$ cat config.mk
export PLATFORM = sky130hd
export DESIGN_NAME = decoder_queue
export DESIGN_NICKNAME = d
export VERILOG_FILES = /design/src/rtl/decoder_pkg.sv /design/src/rtl/decoder_ctrl_rom.sv /design/src/rtl/decoder_queue.sv
export SDC_FILE = /design/constraint.sdc
export NUM_CORES = 1
export LEC_CHECK = 0
export CORE_ASPECT_RATIO = 0.6
export CORE_MARGIN = 2
export CORE_UTILIZATION = 51
export DETAILED_ROUTE_END_ITERATION = 8
export PLACE_DENSITY = 0.84
export SLEW_MARGIN = 20
export SYNTH_ARGS = -nofsm -noshare
export SYNTH_HDL_FRONTEND = slang
export SYNTH_SLANG_ARGS = --single-unit
$ cat constraint.sdc
create_clock -name clk -period 6.5 [get_ports clk]
set_input_delay 0.975 -clock clk [delete_from_list [all_inputs] [get_ports clk]]
set_output_delay 0.975 -clock clk [all_outputs]
set_load 0.01 [all_outputs]
$ cat src/rtl/decoder_pkg.sv
// Shared decoder types: opcodes, mux encodings, control bundle and scheduler core states.
package decoder_pkg;

  localparam int unsigned OPCODE_WIDTH = 4;

  typedef enum logic [3:0] {
    OP_NOP   = 4'h0,
    OP_BR    = 4'h1,
    OP_CMP   = 4'h2,
    OP_ADD   = 4'h3,
    OP_SUB   = 4'h4,
    OP_MUL   = 4'h5,
    OP_DIV   = 4'h6,
    OP_LDR   = 4'h7,
    OP_STR   = 4'h8,
    OP_CONST = 4'h9,
    OP_RET   = 4'hF
  } opcode_t;

  typedef enum logic [1:0] {
    RIN_ALU = 2'b00,
    RIN_MEM = 2'b01,
    RIN_IMM = 2'b10
  } reg_input_mux_t;

  typedef enum logic [1:0] {
    ALU_ADD = 2'b00,
    ALU_SUB = 2'b01,
    ALU_MUL = 2'b10,
    ALU_DIV = 2'b11
  } alu_arith_mux_t;

  typedef enum logic [2:0] {
    CORE_IDLE    = 3'd0,
    CORE_FETCH   = 3'd1,
    CORE_DECODE  = 3'd2,
    CORE_REQUEST = 3'd3,
    CORE_WAIT    = 3'd4,
    CORE_EXECUTE = 3'd5,
    CORE_UPDATE  = 3'd6,
    CORE_DONE    = 3'd7
  } core_state_t;

  typedef struct packed {
    logic           reg_write_enable;
    logic           mem_read_enable;
    logic           mem_write_enable;
    logic           nzp_write_enable;
    reg_input_mux_t reg_input_mux;
    alu_arith_mux_t alu_arithmetic_mux;
    logic           alu_output_mux;
    logic           pc_mux;
    logic           ret;
  } ctrl_t;

endpackage

$ cat src/rtl/decoder_ctrl_rom.sv
// Combinational opcode -> control bundle map.
// DECODER_ILLEGAL_TRAP_EN: flags opcodes A..E as illegal; otherwise they decode as NOP.
module decoder_ctrl_rom
  import decoder_pkg::*;
(
  input  opcode_t opcode,
  output ctrl_t   ctrl_c,
  output logic    is_illegal_c
);

  always_comb begin
    ctrl_c       = '0;
    is_illegal_c = 1'b0;
    case (opcode)
      OP_BR:    ctrl_c.pc_mux = 1'b1;
      OP_CMP: begin
        ctrl_c.alu_output_mux   = 1'b1;
        ctrl_c.nzp_write_enable = 1'b1;
      end
      OP_ADD: begin
        ctrl_c.reg_write_enable   = 1'b1;
        ctrl_c.alu_arithmetic_mux = ALU_ADD;
      end
      OP_SUB: begin
        ctrl_c.reg_write_enable   = 1'b1;
        ctrl_c.alu_arithmetic_mux = ALU_SUB;
      end
      OP_MUL: begin
        ctrl_c.reg_write_enable   = 1'b1;
        ctrl_c.alu_arithmetic_mux = ALU_MUL;
      end
      OP_DIV: begin
        ctrl_c.reg_write_enable   = 1'b1;
        ctrl_c.alu_arithmetic_mux = ALU_DIV;
      end
      OP_LDR: begin
        ctrl_c.reg_write_enable = 1'b1;
        ctrl_c.reg_input_mux    = RIN_MEM;
        ctrl_c.mem_read_enable  = 1'b1;
      end
      OP_STR:   ctrl_c.mem_write_enable = 1'b1;
      OP_CONST: begin
        ctrl_c.reg_write_enable = 1'b1;
        ctrl_c.reg_input_mux    = RIN_IMM;
      end
      OP_RET:   ctrl_c.ret = 1'b1;
      default: ;
    endcase
`ifdef DECODER_ILLEGAL_TRAP_EN
    is_illegal_c = (4'(opcode) >= 4'hA) && (4'(opcode) <= 4'hE);
`else
    is_illegal_c = 1'b0;
`endif
  end

endmodule

$ cat src/rtl/decoder_queue.sv
// Instruction decoder with a DEPTH-entry decoded-instruction queue; halts after RET until flush.
// DECODER_ILLEGAL_TRAP_EN: illegal opcodes are dropped and set a sticky trap (see decoder_ctrl_rom).
module decoder_queue
  import decoder_pkg::*;
#(
  parameter int unsigned INSTR_WIDTH   = 16,
  parameter int unsigned REG_ADDR_BITS = 4,
  parameter int unsigned IMM_WIDTH     = 8,
  parameter int unsigned DEPTH         = 2
) (
  input  logic                     clk,
  input  logic                     reset,
  input  logic                     flush,
  input  logic                     in_valid,
  output logic                     in_ready,
  input  logic [INSTR_WIDTH-1:0]   instruction,
  output logic                     out_valid,
  input  logic                     out_ready,
  output logic [REG_ADDR_BITS-1:0] decoded_rd_address,
  output logic [REG_ADDR_BITS-1:0] decoded_rs_address,
  output logic [REG_ADDR_BITS-1:0] decoded_rt_address,
  output logic [2:0]               decoded_nzp,
  output logic [IMM_WIDTH-1:0]     decoded_immediate,
  output logic                     decoded_reg_write_enable,
  output logic                     decoded_mem_read_enable,
  output logic                     decoded_mem_write_enable,
  output logic                     decoded_nzp_write_enable,
  output logic [1:0]               decoded_reg_input_mux,
  output logic [1:0]               decoded_alu_arithmetic_mux,
  output logic                     decoded_alu_output_mux,
  output logic                     decoded_pc_mux,
  output logic                     decoded_ret,
  output logic                     decoded_illegal
);

  localparam int unsigned PTR_W     = (DEPTH > 1) ? $clog2(DEPTH) : 1;
  localparam int unsigned CNT_W     = $clog2(DEPTH + 1);
  localparam int unsigned PAYLOAD_W = INSTR_WIDTH - OPCODE_WIDTH;
  localparam int unsigned RD_MSB    = PAYLOAD_W - 1;
  localparam int unsigned RS_MSB    = RD_MSB - REG_ADDR_BITS;
  localparam int unsigned RT_MSB    = RS_MSB - REG_ADDR_BITS;

  // Opcode bits are not stored; the control bundle already captures them.
  typedef struct packed {
    logic [PAYLOAD_W-1:0] payload;
    ctrl_t                ctrl;
  } entry_t;

  entry_t             mem [DEPTH];
  logic [PTR_W-1:0]   wr_ptr, rd_ptr;
  logic [CNT_W-1:0]   count;
  logic               halted, illegal;

  ctrl_t              rom_ctrl;
  logic               rom_illegal;
  logic               push, enq, deq;
  entry_t             head;

  decoder_ctrl_rom u_ctrl_rom (
    .opcode       (opcode_t'(instruction[INSTR_WIDTH-1 -: OPCODE_WIDTH])),
    .ctrl_c       (rom_ctrl),
    .is_illegal_c (rom_illegal)
  );

  function automatic logic [PTR_W-1:0] ptr_inc(input logic [PTR_W-1:0] p);
    return (p == PTR_W'(DEPTH - 1)) ? '0 : p + PTR_W'(1);
  endfunction

  assign in_ready  = !reset && !flush && !halted && (count < CNT_W'(DEPTH));
  assign out_valid = !reset && (count != '0);
  assign push      = in_valid && in_ready;
  assign enq       = push && !rom_illegal;
  assign deq       = out_valid && out_ready;
  assign head      = mem[rd_ptr];

  // Pointer, occupancy and halt/trap state; reset and flush win over push/pop.
  always_ff @(posedge clk) begin
    if (reset || flush) begin
      wr_ptr  <= '0;
      rd_ptr  <= '0;
      count   <= '0;
      halted  <= 1'b0;
      illegal <= 1'b0;
    end else begin
      if (enq) wr_ptr <= ptr_inc(wr_ptr);
      if (deq) rd_ptr <= ptr_inc(rd_ptr);
      case ({enq, deq})
        2'b10:   count <= count + CNT_W'(1);
        2'b01:   count <= count - CNT_W'(1);
        default: ;
      endcase
      if (push && (rom_ctrl.ret || rom_illegal)) halted <= 1'b1;
      if (push && rom_illegal) illegal <= 1'b1;
    end
  end

  // Entry storage needs no reset: occupancy alone decides what is visible.
  always_ff @(posedge clk) begin
    if (enq) mem[wr_ptr] <= '{payload: instruction[PAYLOAD_W-1:0], ctrl: rom_ctrl};
  end

  // Head entry fields, forced to zero while the queue is empty.
  always_comb begin
    decoded_rd_address         = '0;
    decoded_rs_address         = '0;
    decoded_rt_address         = '0;
    decoded_nzp                = '0;
    decoded_immediate          = '0;
    decoded_reg_write_enable   = 1'b0;
    decoded_mem_read_enable    = 1'b0;
    decoded_mem_write_enable   = 1'b0;
    decoded_nzp_write_enable   = 1'b0;
    decoded_reg_input_mux      = '0;
    decoded_alu_arithmetic_mux = '0;
    decoded_alu_output_mux     = 1'b0;
    decoded_pc_mux             = 1'b0;
    decoded_ret                = 1'b0;
    if (out_valid) begin
      decoded_rd_address         = head.payload[RD_MSB -: REG_ADDR_BITS];
      decoded_rs_address         = head.payload[RS_MSB -: REG_ADDR_BITS];
      decoded_rt_address         = head.payload[RT_MSB -: REG_ADDR_BITS];
      decoded_nzp                = head.payload[RD_MSB -: 3];
      decoded_immediate          = head.payload[IMM_WIDTH-1:0];
      decoded_reg_write_enable   = head.ctrl.reg_write_enable;
      decoded_mem_read_enable    = head.ctrl.mem_read_enable;
      decoded_mem_write_enable   = head.ctrl.mem_write_enable;
      decoded_nzp_write_enable   = head.ctrl.nzp_write_enable;
      decoded_reg_input_mux      = head.ctrl.reg_input_mux;
      decoded_alu_arithmetic_mux = head.ctrl.alu_arithmetic_mux;
      decoded_alu_output_mux     = head.ctrl.alu_output_mux;
      decoded_pc_mux             = head.ctrl.pc_mux;
      decoded_ret                = head.ctrl.ret;
    end
  end

  assign decoded_illegal = illegal && !reset;

endmodule

---- Word level (Yosys, flattened, before mapping) ----
Memories as Yosys holds them, arrays and structs flattened. A register that Yosys moved wholly into a read port is not among the register bits.
Index checks and enable logic that the tools add are counted.
storage, ports and cells
  register bits after elaboration ......... 5
  latch bits .............................. 0
  RAM bits ................................ 46
  memory bits (read-only) ................. 0
  input port bits ......................... 21
  output and inout bits ................... 37
  memories kept ........................... 1
memories
  memory  words  width  rd ports  clocked after Yosys merged registers in  write ports  RTL line             source
  mem     2      23     1         1                                        1            decoder_queue.sv:49  entry_t mem [DEPTH];
operators by class
  add/subtract/negate cells ............... 4
  multiply operators ...................... 0
  div/mod/pow operators ................... 0
  $lt $le $gt $ge ......................... 1
  equal/unequal tests ..................... 12
  shifts and indexed selects .............. 0
  multiplexer cells ....................... 29
  bitwise logic cells ..................... 0
  reduce and logical (&&, ||, !) cells .... 14
operator list
  kind                                                                 count
  1-bit 2-to-1 mux                                                     19
  4-bit by 3-bit == test with 1-bit output (second input constant)     4
  4-bit == test (second input constant)                                3
  4-bit 2-to-1 mux                                                     3
  4-bit by 2-bit == test with 1-bit output (second input constant)     2
  8-bit 2-to-1 mux                                                     1
  2-bit case mux with 2 select lines                                   2
  1-bit logical AND                                                    7
  2-bit case mux with 3 select lines                                   1
  6-bit OR reduction                                                   1
  4-bit by 1-bit == test with 1-bit output (second input constant)     1
  2-bit 2-to-1 mux                                                     2
  2-bit nonzero test                                                   2
  1-bit zero test                                                      3
  3-bit 2-to-1 mux                                                     1
  1-bit adder (second input constant)                                  2
  2-bit by 1-bit adder with 2-bit output (second input constant)       1
  2-bit by 1-bit == test with 1-bit output (second input constant)     1
  2-bit == test (second input constant)                                1
  2-bit less-than comparator (second input constant)                   1
  2-bit by 1-bit subtractor with 2-bit output (second input constant)  1
  1-bit logical OR                                                     1

---- Depth between registers and ports, before layout ----
  depth after elaboration ................. 7
  mapped depth ............................ 7
  depth with buffers taken out ............ 6

---- Cells and area by module ----
A second synthesis with hierarchy kept.
second synthesis, totals
  cell total of the unflattened synthesis .. 164
  area, all modules ....................... 2283.4 um^2
by module, submodules not included
  module            instances  cells an instance  area an instance (um^2)  sequential area each (um^2)
  decoder_queue     1          145                2163.3                   1521.5
  decoder_ctrl_rom  1          19                 120.1                    0.0

---- Least setup slack after synthesis ----
OpenSTA, ideal clock, no wires.
  kind .................................... in2reg
  from .................................... in reset
  to ...................................... mem mem[0][0] in the netlist's numbering (enable)
  data arrival time ....................... 2.392 ns
  required time ........................... 6.099 ns
  setup slack ............................. 3.707 ns
  stages .................................. 3
  cell sequence ........................... nor4_4 nand2_1 nor2_1
between the ends
  cells in the longest elaborated chain, start to end .. 7
ends and longest elaborated chain
  element                                 RTL line             source
  from (decl)                             decoder_queue.sv:12  input logic reset,
  1-bit zero test                         --
  1-bit logical AND (3 in a row)          decoder_queue.sv:69  assign in_ready = !reset && !flush && !halted && (count < CNT_W'(DEPTH));
  1-bit logical AND                       decoder_queue.sv:71  assign push = in_valid && in_ready;
  1-bit 2-to-1 mux                        decoder_queue.sv:99  if (enq) mem[wr_ptr] <= '{payload: instruction[PAYLOAD_W-1:0], ctrl: rom_ctrl};
  1-bit 2-to-1 mux (implied by the code)  decoder_queue.sv:99
  to (decl)                               decoder_queue.sv:49
Every way passes these cells.

---- Worst setup path after layout ----
  from .................................... in reset
  to ...................................... out decoded_alu_arithmetic_mux[0]
between the ends
  cells in the longest elaborated chain, start to end .. 3
ends and longest elaborated chain
  element            RTL line              source
  1-bit zero test    --
  1-bit logical AND  decoder_queue.sv:70   assign out_valid = !reset && (count != '0);
  2-bit 2-to-1 mux   decoder_queue.sv:118  if (out_valid) begin
  to (decl)          decoder_queue.sv:29   output logic [1:0] decoded_alu_arithmetic_mux,
Every way passes these cells.

==> results.md <==
* Status: finished clean
* Cell Area, Synth at 2140 um2
* Worst R2R Start: count[1]$_SDFFE_PP0P_
* PortBufs at 56
* Num Clock Sinks at 50
* H-Tree Depth at 2
* Dominant cell type by area after synthesis: edfxtp_1
* CP endpoint: decoded_alu_arithmetic_mux[0]
* Synthesized instance count at 155
* Pwr/cell area at 207 nW/um2
* Reg-to-reg setup timing slack at 4570 ps
* Max FO, Critical Path at 26
* Max-cap violations at 0
* Share of layout cells above drive strength 1 at 6.40%
* CP Cell Sequence: clkdlybuf4s50_1, o21bai_4, nor2_1, clkdlybuf4s50_1
* Mux share of post-synthesis cell area at 11.3%
* Final non-filler cell total at 263
* Syn Area/Cell at 13.8 um2
* Die Area at 4740 um2
* Filler instances at 294
* CTS tree: done
* Area taken by multi-input logic gates at 567 um2
* Largest family of logic cells by synthesized area: multiplexers
* Die Y-Extent at 54.2 um
* First-pass GRT wire length at 5990 um
* Synth Net Count at 177
* Post-synthesis register bit count at 50
* Endpoints failing setup at 0
* Post-synthesis sequential area ratio at 67.4%
* Setup Skew at 3.30 ps
* Final wirelength at 3980 um
* Peak supply drop at 139 uV
* CP required at 5520 ps
* Post-layout minimum cycle time at 3670 ps
* Core Area at 4080 um2
* Total congestion overflow at 0
* Max Freq at 272 MHz
* Warnings from Yosys at 0
* Hold crit path type: reg2reg
* Distinct cells, synth at 24
* TritonRoute pass-1 iters at 4
* Post-DR vias/cell at 4.97
* Nets@finish at 224
* Reg2reg path depth at 5
* Synth Area in Compound Gates at 3.16%
* Post-synth top area share at 61.8%
* WL/cell at 15.1 um
* Leak pwr at 0.884 nW
* Routability Congestion at 0.802
* Critical Path Most Common Cell: clkdlybuf4s50_1
* Simple-gate share of the synthesized area at 10.1%
* Clock transition at the registers of the reported paths at 80 ps
* Worst setup path startpoint: reset
* Fin. max-slew vios at 0
* Final hold viol count at 0
* CP max stage cell: clkdlybuf4s50_1
* FF+latch area at 1440 um2
* Initial antenna violation count at 0
* RSZ-0062 raised after global routing: false
* DP HPWL at 2790 um
* CP Launch Type: primary input
* DR DRC count at 0
* Most frequent cells in the layout: clkdlybuf4s50_1, edfxtp_1, nor2_1, mux2i_1
* Number of vias in the routed layout at 1,308
* Final worst-path cycle share at 56.5%
* Placed Cells at 254
* Largest stage delay on the critical path at 570 ps
* Die Wd at 87.6 um
* Post-cts resize count at 0
* IO Pins at 58
* Tot Pwr at 0.574 mW
* Slew @ Worst Pin at 676 ps
* Fin Setup TNS at 0 ps
* Clock buffer depth at 2
* ANT cells at 0
* Starting DRC count in detailed routing at 59
* Initial Utilization at 52.5%
* Commonest non-fill, non-tap cell in the layout: clkdlybuf4s50_1
* # rows at 18
* Detail Route Antenna Nets at 0
* RR Endpoint: count[1]$_SDFFE_PP0P_
* Synth top area cells: edfxtp_1, mux2i_1, dfxtp_1, nor2_1, buf_4
* Setup CP Type: in2out
* Setup crit end kind: output pin
* Worst path arrival time at 2700 ps
* GRT Total Usage at 17.5%
* Vias in the first global route at 1,258
* CTS root buf: clkbuf_8
* Post-CTS Setup Inserts at 0
* CTS Hold Bufs at 0
* Adder-cell share of the synthesized area at 0.585%
* Clock buffer count from CTS at 5
* Worst-skew pair later-pin latency at 290 ps
* Max_slew headroom at 54.8%
* Post-Synth XOR/XNOR Area at 0.819%
* Area Overhead vs Synth at 29.7%
* Largest net degree at the start of global routing at 27
-- per-layer routing --
| layer | wire, um | track usage, % |
|---|---|---|
| met1 | 1830 | 22.3 |
| met2 | 1950 | 29.5 |
| met3 | 197 | 6.13 |
| met4 | 0 | 3.85 |
| met5 | 0 | 0 |
-- cells in the mapped netlist --
cell / number
a21boi_1: 3
a21oi_1: 1
a31oi_1: 1
and3_1: 1
and4_1: 1
buf_2: 5
buf_4: 13
conb_1: 1
dfxtp_1: 6
edfxtp_1: 44
ha_1: 1
inv_1: 4
mux2_2: 1
mux2i_1: 23
nand2_1: 4
nand2b_1: 3
nor2_1: 29
nor3_1: 5
nor4_4: 1
o21ai_0: 3
o21bai_4: 1
or3_1: 2
xnor2_1: 1
xor2_1: 1
-- how the worst min path moves through the flow --
stage	from	endpoint	slack [ps]	depth (start not counted)
floorplan	wr_ptr$_SDFFE_PP0P_	wr_ptr$_SDFFE_PP0P_	450	1
global placement	wr_ptr$_SDFFE_PP0P_	wr_ptr$_SDFFE_PP0P_	470	1
detailed placement	wr_ptr$_SDFFE_PP0P_	wr_ptr$_SDFFE_PP0P_	490	1
CTS	wr_ptr$_SDFFE_PP0P_	wr_ptr$_SDFFE_PP0P_	510	1
global route	wr_ptr$_SDFFE_PP0P_	wr_ptr$_SDFFE_PP0P_	560	1
finish	rd_ptr$_SDFFE_PP0P_	rd_ptr$_SDFFE_PP0P_	520	2
-- metrics by stage --
stage | cell area (um2) | util, % | setup slack, ps | hold WS, ps
5_1_grt | 2770 | 68.0 | 2710 | 558
4_1_cts | 2750 | 67.5 | 2820 | 511
3_5_place_dp | 2660 | 65.3 | 2810 | 492
6_report | 2770 | 68.0 | 2830 | 522
2_1_floorplan | 2140 | - | 3710 | 446
3_3_place_gp | 2660 | 65.3 | 2900 | 475
-- where the power goes --
part | switching, mW | internal (mW)
Sequential | 0.00219 | 0.354
Clock | 0.0939 | 0.0859
Combinational | 0.0177 | 0.0200
-- critical path, delay by kind of cell --
kind / cells / cell delay (ps)
buffers and inverters: 2 / 1090
AOI/OAI and AO/OA: 1 / 380
and+or+nand+nor: 1 / 250
-- logic make-up (layout without fill, tap and decap cells) --
kind of cell / Yosys count / count (layout)
muxes: 24 / 24
AOI/OAI and AO/OA: 9 / 9
other: 1 / 1
xor gates and xnor gates: 2 / 2
and+or+nand+nor: 46 / 46
adders and majority gates: 1 / 1
DFF: 50 / 50
buffers and inverters: 22 / 70
-- layout make-up --
cell class	instances	area share, %
Clock buffer	7	3.11
Clock inverter	1	0.181
Inverter	4	0.542
Multi-Input combinational cell	83	20.4
Sequential cell	50	52.0
Tap cell	60	2.71
Timing Repair Buffer	58	21.0
-- sequential cells by signal, indices dropped and copies added, names as in the netlist, named ones only --
name	flops
mem	44
wr_ptr	1
halted	1
rd_ptr	1
count	2
Note: power is estimated with default switching activity, not from simulation.
==> patch 1 (config.mk and constraints unchanged) <==
Build with the macro `DECODER_ILLEGAL_TRAP_EN` defined.
--- a/src/rtl/decoder_ctrl_rom.sv
+++ b/src/rtl/decoder_ctrl_rom.sv
@@ -1,5 +1,7 @@
 // Combinational opcode -> control bundle map.
 // DECODER_ILLEGAL_TRAP_EN: flags opcodes A..E as illegal; otherwise they decode as NOP.
+`define DECODER_ILLEGAL_TRAP_EN
+
 module decoder_ctrl_rom
   import decoder_pkg::*;
 (
Behaviour: not the same (Yosys sat finds a counterexample within 4 cycles, from zero or initial values).
==> patch 1 against the original RTL <==
- combinational power down 3%
- cell area down 0.72%
- sequential cell count down 1
- wire length down 6.4%
- area after synthesis down 0.94%
- power up 2.6%
- cell count down 3.4%
- clock power up 14%
- synthesized cell count up 2.6%
- worst setup slack worse by 0.11 ns
- via count down 0.38%
- critical path type unchanged
- highest routed layer is now met4
==> patch 1: results (changes against the original RTL) <==
- The flow ran to the end, and the final reports show no timing, DRC or antenna violations.
- The portion of total power attributed to the clock network is 35.0% (+3.7 points).
- The number of fillers in the final layout was 289 (-1.7%).
- The setup slack of the most critical reg-to-reg path is 4.22 ns (-0.35 ns).
- The endpoint of the most critical setup path is decoded_immediate[1].
- The overall global routing resource usage came to 16.80% (-0.74 points).
- The number of enable-type register cells in the synthesized netlist came to 42 (-4.5%).
- The path with the worst hold slack has its endpoint at illegal.
- The worst register-to-register path begins at count[0].
- The global-route wire length before repair is 5678 µm (-5.2%).
- The commonest cells after synthesis are 42 x edfxtp_1, 30 x nor2_1, 23 x mux2i_1.
- The portion of the post-synthesis area used by sequential elements came to 66.15% (-1.3 points).
- The met1 track demand over resource is 20.00% (-2.3 points).
- The count of buffers inserted at the top-level ports is 57 (+1.8%).
- The number of global-route vias before repair is 1240 (-1.4%).
- The largest registers in the layout are mem x42, count x2.
- The launch instance of the worst min-delay path is illegal.
- The mux share of post-synthesis cell area is 10.87% (-0.42 points).
- After synthesis, the cell types taking the most area are edfxtp_1 60%, mux2i_1 11%, dfxtp_1 6.6%, nor2_1 5.3%, buf_4 4.6%.
- The highest ir drop seen on vdd is 0.1262 mV (-9.1%).
- The placed wire-length estimate was 2592 µm (-7.2%).
- The largest fanout of any net on the critical path is 25 (-3.8%).
- The reported combinational group power is 0.0365 mW (-3%).
- The transition time at the pin with the least slew margin is 1.061 ns (+0.3848 ns).
- The count of unique library cells instantiated by Yosys was 27 (+13%).
- The static leakage came to 0.8927 nW (+1.0%).
- The net switching power of the design is 0.1122 mW (-1.5%).
- The data arrival at the endpoint of the critical path is 2.80 ns (+0.10 ns).
- The setup clock skew after layout came to 0.003358 ns (+0.00005823 ns).
- The net count of the mapped netlist is 181 (+2.3%).
- The met3 track demand over resource is 5.368% (-0.77 points).
- The number of vias per cell after detailed routing is 5.130 (+3.1%).
- The parity-gate share of the synthesized area counting xor and xnor cells is 1.240% (+0.42 points).
- The iteration-0 DRC count of the detailed router is 42 (-29%).
- The post-synthesis adder-cell area fraction was 0.5907% (+0.0055 points).
- The largest net degree at the start of global routing is 26 (-3.7%).
## patch 1: metrics by stage
step	worst slack [ns]	hold WS (ns)	std cells	instance area (µm²)
after floorplan	3.655	0.4343	159	2118
after global placement	2.807	0.4550	246	2633
after detailed placement	2.716	0.4694	246	2633
after CTS	2.720	0.4996	254	2743
after global routing	2.599	0.5377	254	2753
final	2.720	0.5039	254	2753
## patch 1: per-layer routing
layer / up-vias / wire length, µm
met2: 43 / 1843
met3: 4 / 185
li1: 636 / -
met5: - / 0
met1: 620 / 1648
met4: 0 / 42
## patch 1: layout make-up
| type | instances | area, µm² | area share, % |
|---|---|---|---|
| Clock inverter | 3 | 41.29 | 1.500 |
| Multi-Input combinational cell | 83 | 578.1 | 21.00 |
| Tap cell | 50 | 62.56 | 2.273 |
| Inverter | 6 | 22.52 | 0.8182 |
| Sequential cell | 49 | 1401 | 50.91 |
| Clock buffer | 5 | 68.82 | 2.500 |
| Timing Repair Buffer | 58 | 578.1 | 21.00 |
==> patch 2 (same flow settings) <==
Made on the original files. Change the parameter `DEPTH` from 2 to 4.
--- a/src/rtl/decoder_queue.sv
+++ b/src/rtl/decoder_queue.sv
@@ -6,7 +6,7 @@
   parameter int unsigned INSTR_WIDTH   = 16,
   parameter int unsigned REG_ADDR_BITS = 4,
   parameter int unsigned IMM_WIDTH     = 8,
-  parameter int unsigned DEPTH         = 2
+  parameter int unsigned DEPTH         = 4
 ) (
   input  logic                     clk,
   input  logic                     reset,
Behaviour: not the same (a bounded check fails within 4 cycles, from zero or initial values).
==> patch 2 against the original RTL <==
- worst setup slack worse by 0.22 ns
- count of clock-buffer cells in the layout is 8 higher
- sequential share of layout area is 5.2 points higher
- cell count is 45% higher
- area after synthesis is 82% higher
- power is 110% higher
- critical path depth is 1 higher
- cell area is 72% higher
- first-iteration DRC count grew to 2.6 times the old value
- sequential cell count is 44 higher
- clock power grew to 2.8 times the old value
- core utilization is 3.1 points lower
- maximum frequency is 5.7% lower
- wire length is 62% higher
- critical endpoint is now decoded_nzp[2]
- highest routed layer is now met4
==> patch 2: results (changes against the original RTL) <==
- The run finished with clean final reports.
- The mux share of post-synthesis cell area is 13.70% (+2.4 points).
- Among all flip-flop cells after synthesis, the most frequent one is edfxtp_1.
- The overall global routing resource usage was 16.95% (-0.60 points).
- The number of enable-type register cells in the synthesized netlist is 84 (+91%).
- The final cell count without fillers is 381 (+45%).
- The path type of the worst min-delay path is flop to flop.
- The largest fanout of any net on the critical path is 14 (-46%).
- The worst slack at placement is 2.565 ns (-0.2456 ns).
- The largest net degree at the start of global routing is 22 (-19%).
- The setup clock skew after layout is 0.004771 ns (+0.001471 ns).
- Ranked by total cell area, the synthesized netlist is headed by edfxtp_1 65%, mux4_2 12%, dfxtp_1 5.1%, and2_1 4.0%, buf_4 2.7%.
- The net count of the mapped netlist was 251 (+42%).
- After synthesis, the most frequently instantiated cells are 84 x edfxtp_1, 25 x and2_1, 21 x mux4_2.
- The final layout net count was 299 (+33%).
- The longest individual stage delay on the worst path came to 0.54 ns (-0.03 ns).
- Among all stages on the critical path, the largest delay is contributed by clkdlybuf4s50_1.
- The iteration-0 DRC count of the detailed router is 153 (+160%).
- The instance area at placement came to 4454 µm² (+67%).
- The count of synthesis-stage warnings from yosys is 0 (unchanged).
- The antenna diode instance count was 0 (unchanged).
- The portion of the post-synthesis area used by sequential elements is 69.99% (+2.6 points).
- The static leakage is 1.530 nW (+73%).
- The number of global-route vias before repair is 1987 (+58%).
- The average instance area after synthesis was 17.37 µm² (+26%).
- The largest registers in the layout are mem x84, count x3.
- The routability congestion estimate is 0.7962 (-0.72%).
- The maximum clock path buffer count is 2 (unchanged).
- The data arrival at the endpoint of the critical path is 2.92 ns (+0.22 ns).
- The number of fillers in the final layout was 510 (+73%).
- The clock-pin transition on the worst setup and hold timing paths was 0.05 ns (-0.03 ns).
- The cell sitting at the root of the clock tree is a clkbuf_16.
- The post-CTS resize count was 0 (unchanged).
- The post-synthesis adder-cell area fraction is 2.123% (+1.5 points).
- The share of post-route cells with drive strength above 1 came to 14.44% (+8.0 points).
- The placed wire-length estimate is 4114 µm (+47%).
- The highest ir drop seen on vdd is 0.1376 mV (-0.90%).
- The number of placed instances with taps included is 365 (+44%).
- The level count of the clock H-tree came to 3 (+1).
- The worst relative slew slack is 30.90% (-24 points).
- The number of buffers added for setup after CTS was 0 (unchanged).
- The number of vias per cell after detailed routing is 5.199 (+4.5%).
- The parity-gate share of the synthesized area counting xor and xnor cells is 0.2252% (-0.59 points).
- The routed wire length came to 6422 µm (+62%).
- The total iterations of the first detailed-routing run was 6 (+2).
- The number of antenna violations at the first check in global routing is 0 (unchanged).
- The area fraction in compound gates after synthesis is 0.8041% (-2.4 points).
- The async set-or-reset flop fraction in the synthesized netlist is 0% (unchanged).
- The clock latency on the worst-skew pair is 0.33 ns (+0.04 ns).
- The global-route wire length before repair was 10090 µm (+69%).
- The count of buffers inserted at the top-level ports is 56 (unchanged).
- The count of unique library cells instantiated by Yosys is 28 (+17%).
- The total CTS buffers was 9 (+4).
## patch 2: cell count changes after synthesis, moves of 3 or more
cell,change
nor2_1,-14
mux2i_1,-17
nand2_1,+5
and2_1,+25
buf_2,-3
clkbuf_1,+4
a21boi_1,-3
mux4_2,+21
ha_1,+4
dfxtp_1,+4
edfxtp_1,+40
a21oi_1,+3
## patch 2: kinds of logic after synthesis
logic type	Yosys count
buffers and inverters	23
XOR/XNOR	1
flip-flops	94
multiplexers	27
AND/OR/NAND/NOR	66
AO/OA/AOI/OAI	6
other	1
adder cells (fa/ha/maj)	6
## patch 2: path summary, 6_finish.rpt
path	slack (ns)	to	start	cells after the start
worst max-delay path	2.61	decoded_nzp[2]	reset	5
worst min-delay path	0.50	halted	halted	2
worst max register to register	4.29	count[2]	halted	6
worst min register to register	0.50	halted	halted	2
## patch 2: power breakdown
part	switching, mW	internal, mW	leakage [nW]	total [mW]
Combinational	0.0211	0.0230	0.557	0.0441
Clock	0.190	0.319	0.144	0.509
Sequential	0.00135	0.661	0.829	0.663
Total	0.212	1.00	1.53	1.22
## patch 2: critical path, delay by kind of cell
kind | cells | cell delay (ns)
AND/OR/NAND/NOR | 2 | 0.63
buffers and inverters | 3 | 1.30
## patch 2: per-layer routing
metal | GRT usage (%) | up-vias | wire (µm)
li1 | - | 926 | -
met1 | 21.93 | 976 | 2618
met2 | 26.85 | 72 | 3124
met3 | 7.191 | 7 | 609
met4 | 4.444 | 0 | 71
met5 | 0 | - | 0
## patch 2: area by class of cell
| class | instances | area [µm²] | area share (%) |
|---|---|---|---|
| clock buffers | 15 | 267.8 | 5.629 |
| clock inverters | 1 | 30.03 | 0.6312 |
| inverters | 2 | 7.507 | 0.1578 |
| multi-input cells | 107 | 1023 | 21.51 |
| flip-flops and latches | 94 | 2723 | 57.23 |
| well taps | 104 | 130.1 | 2.735 |
| repair buffers | 58 | 575.6 | 12.10 |
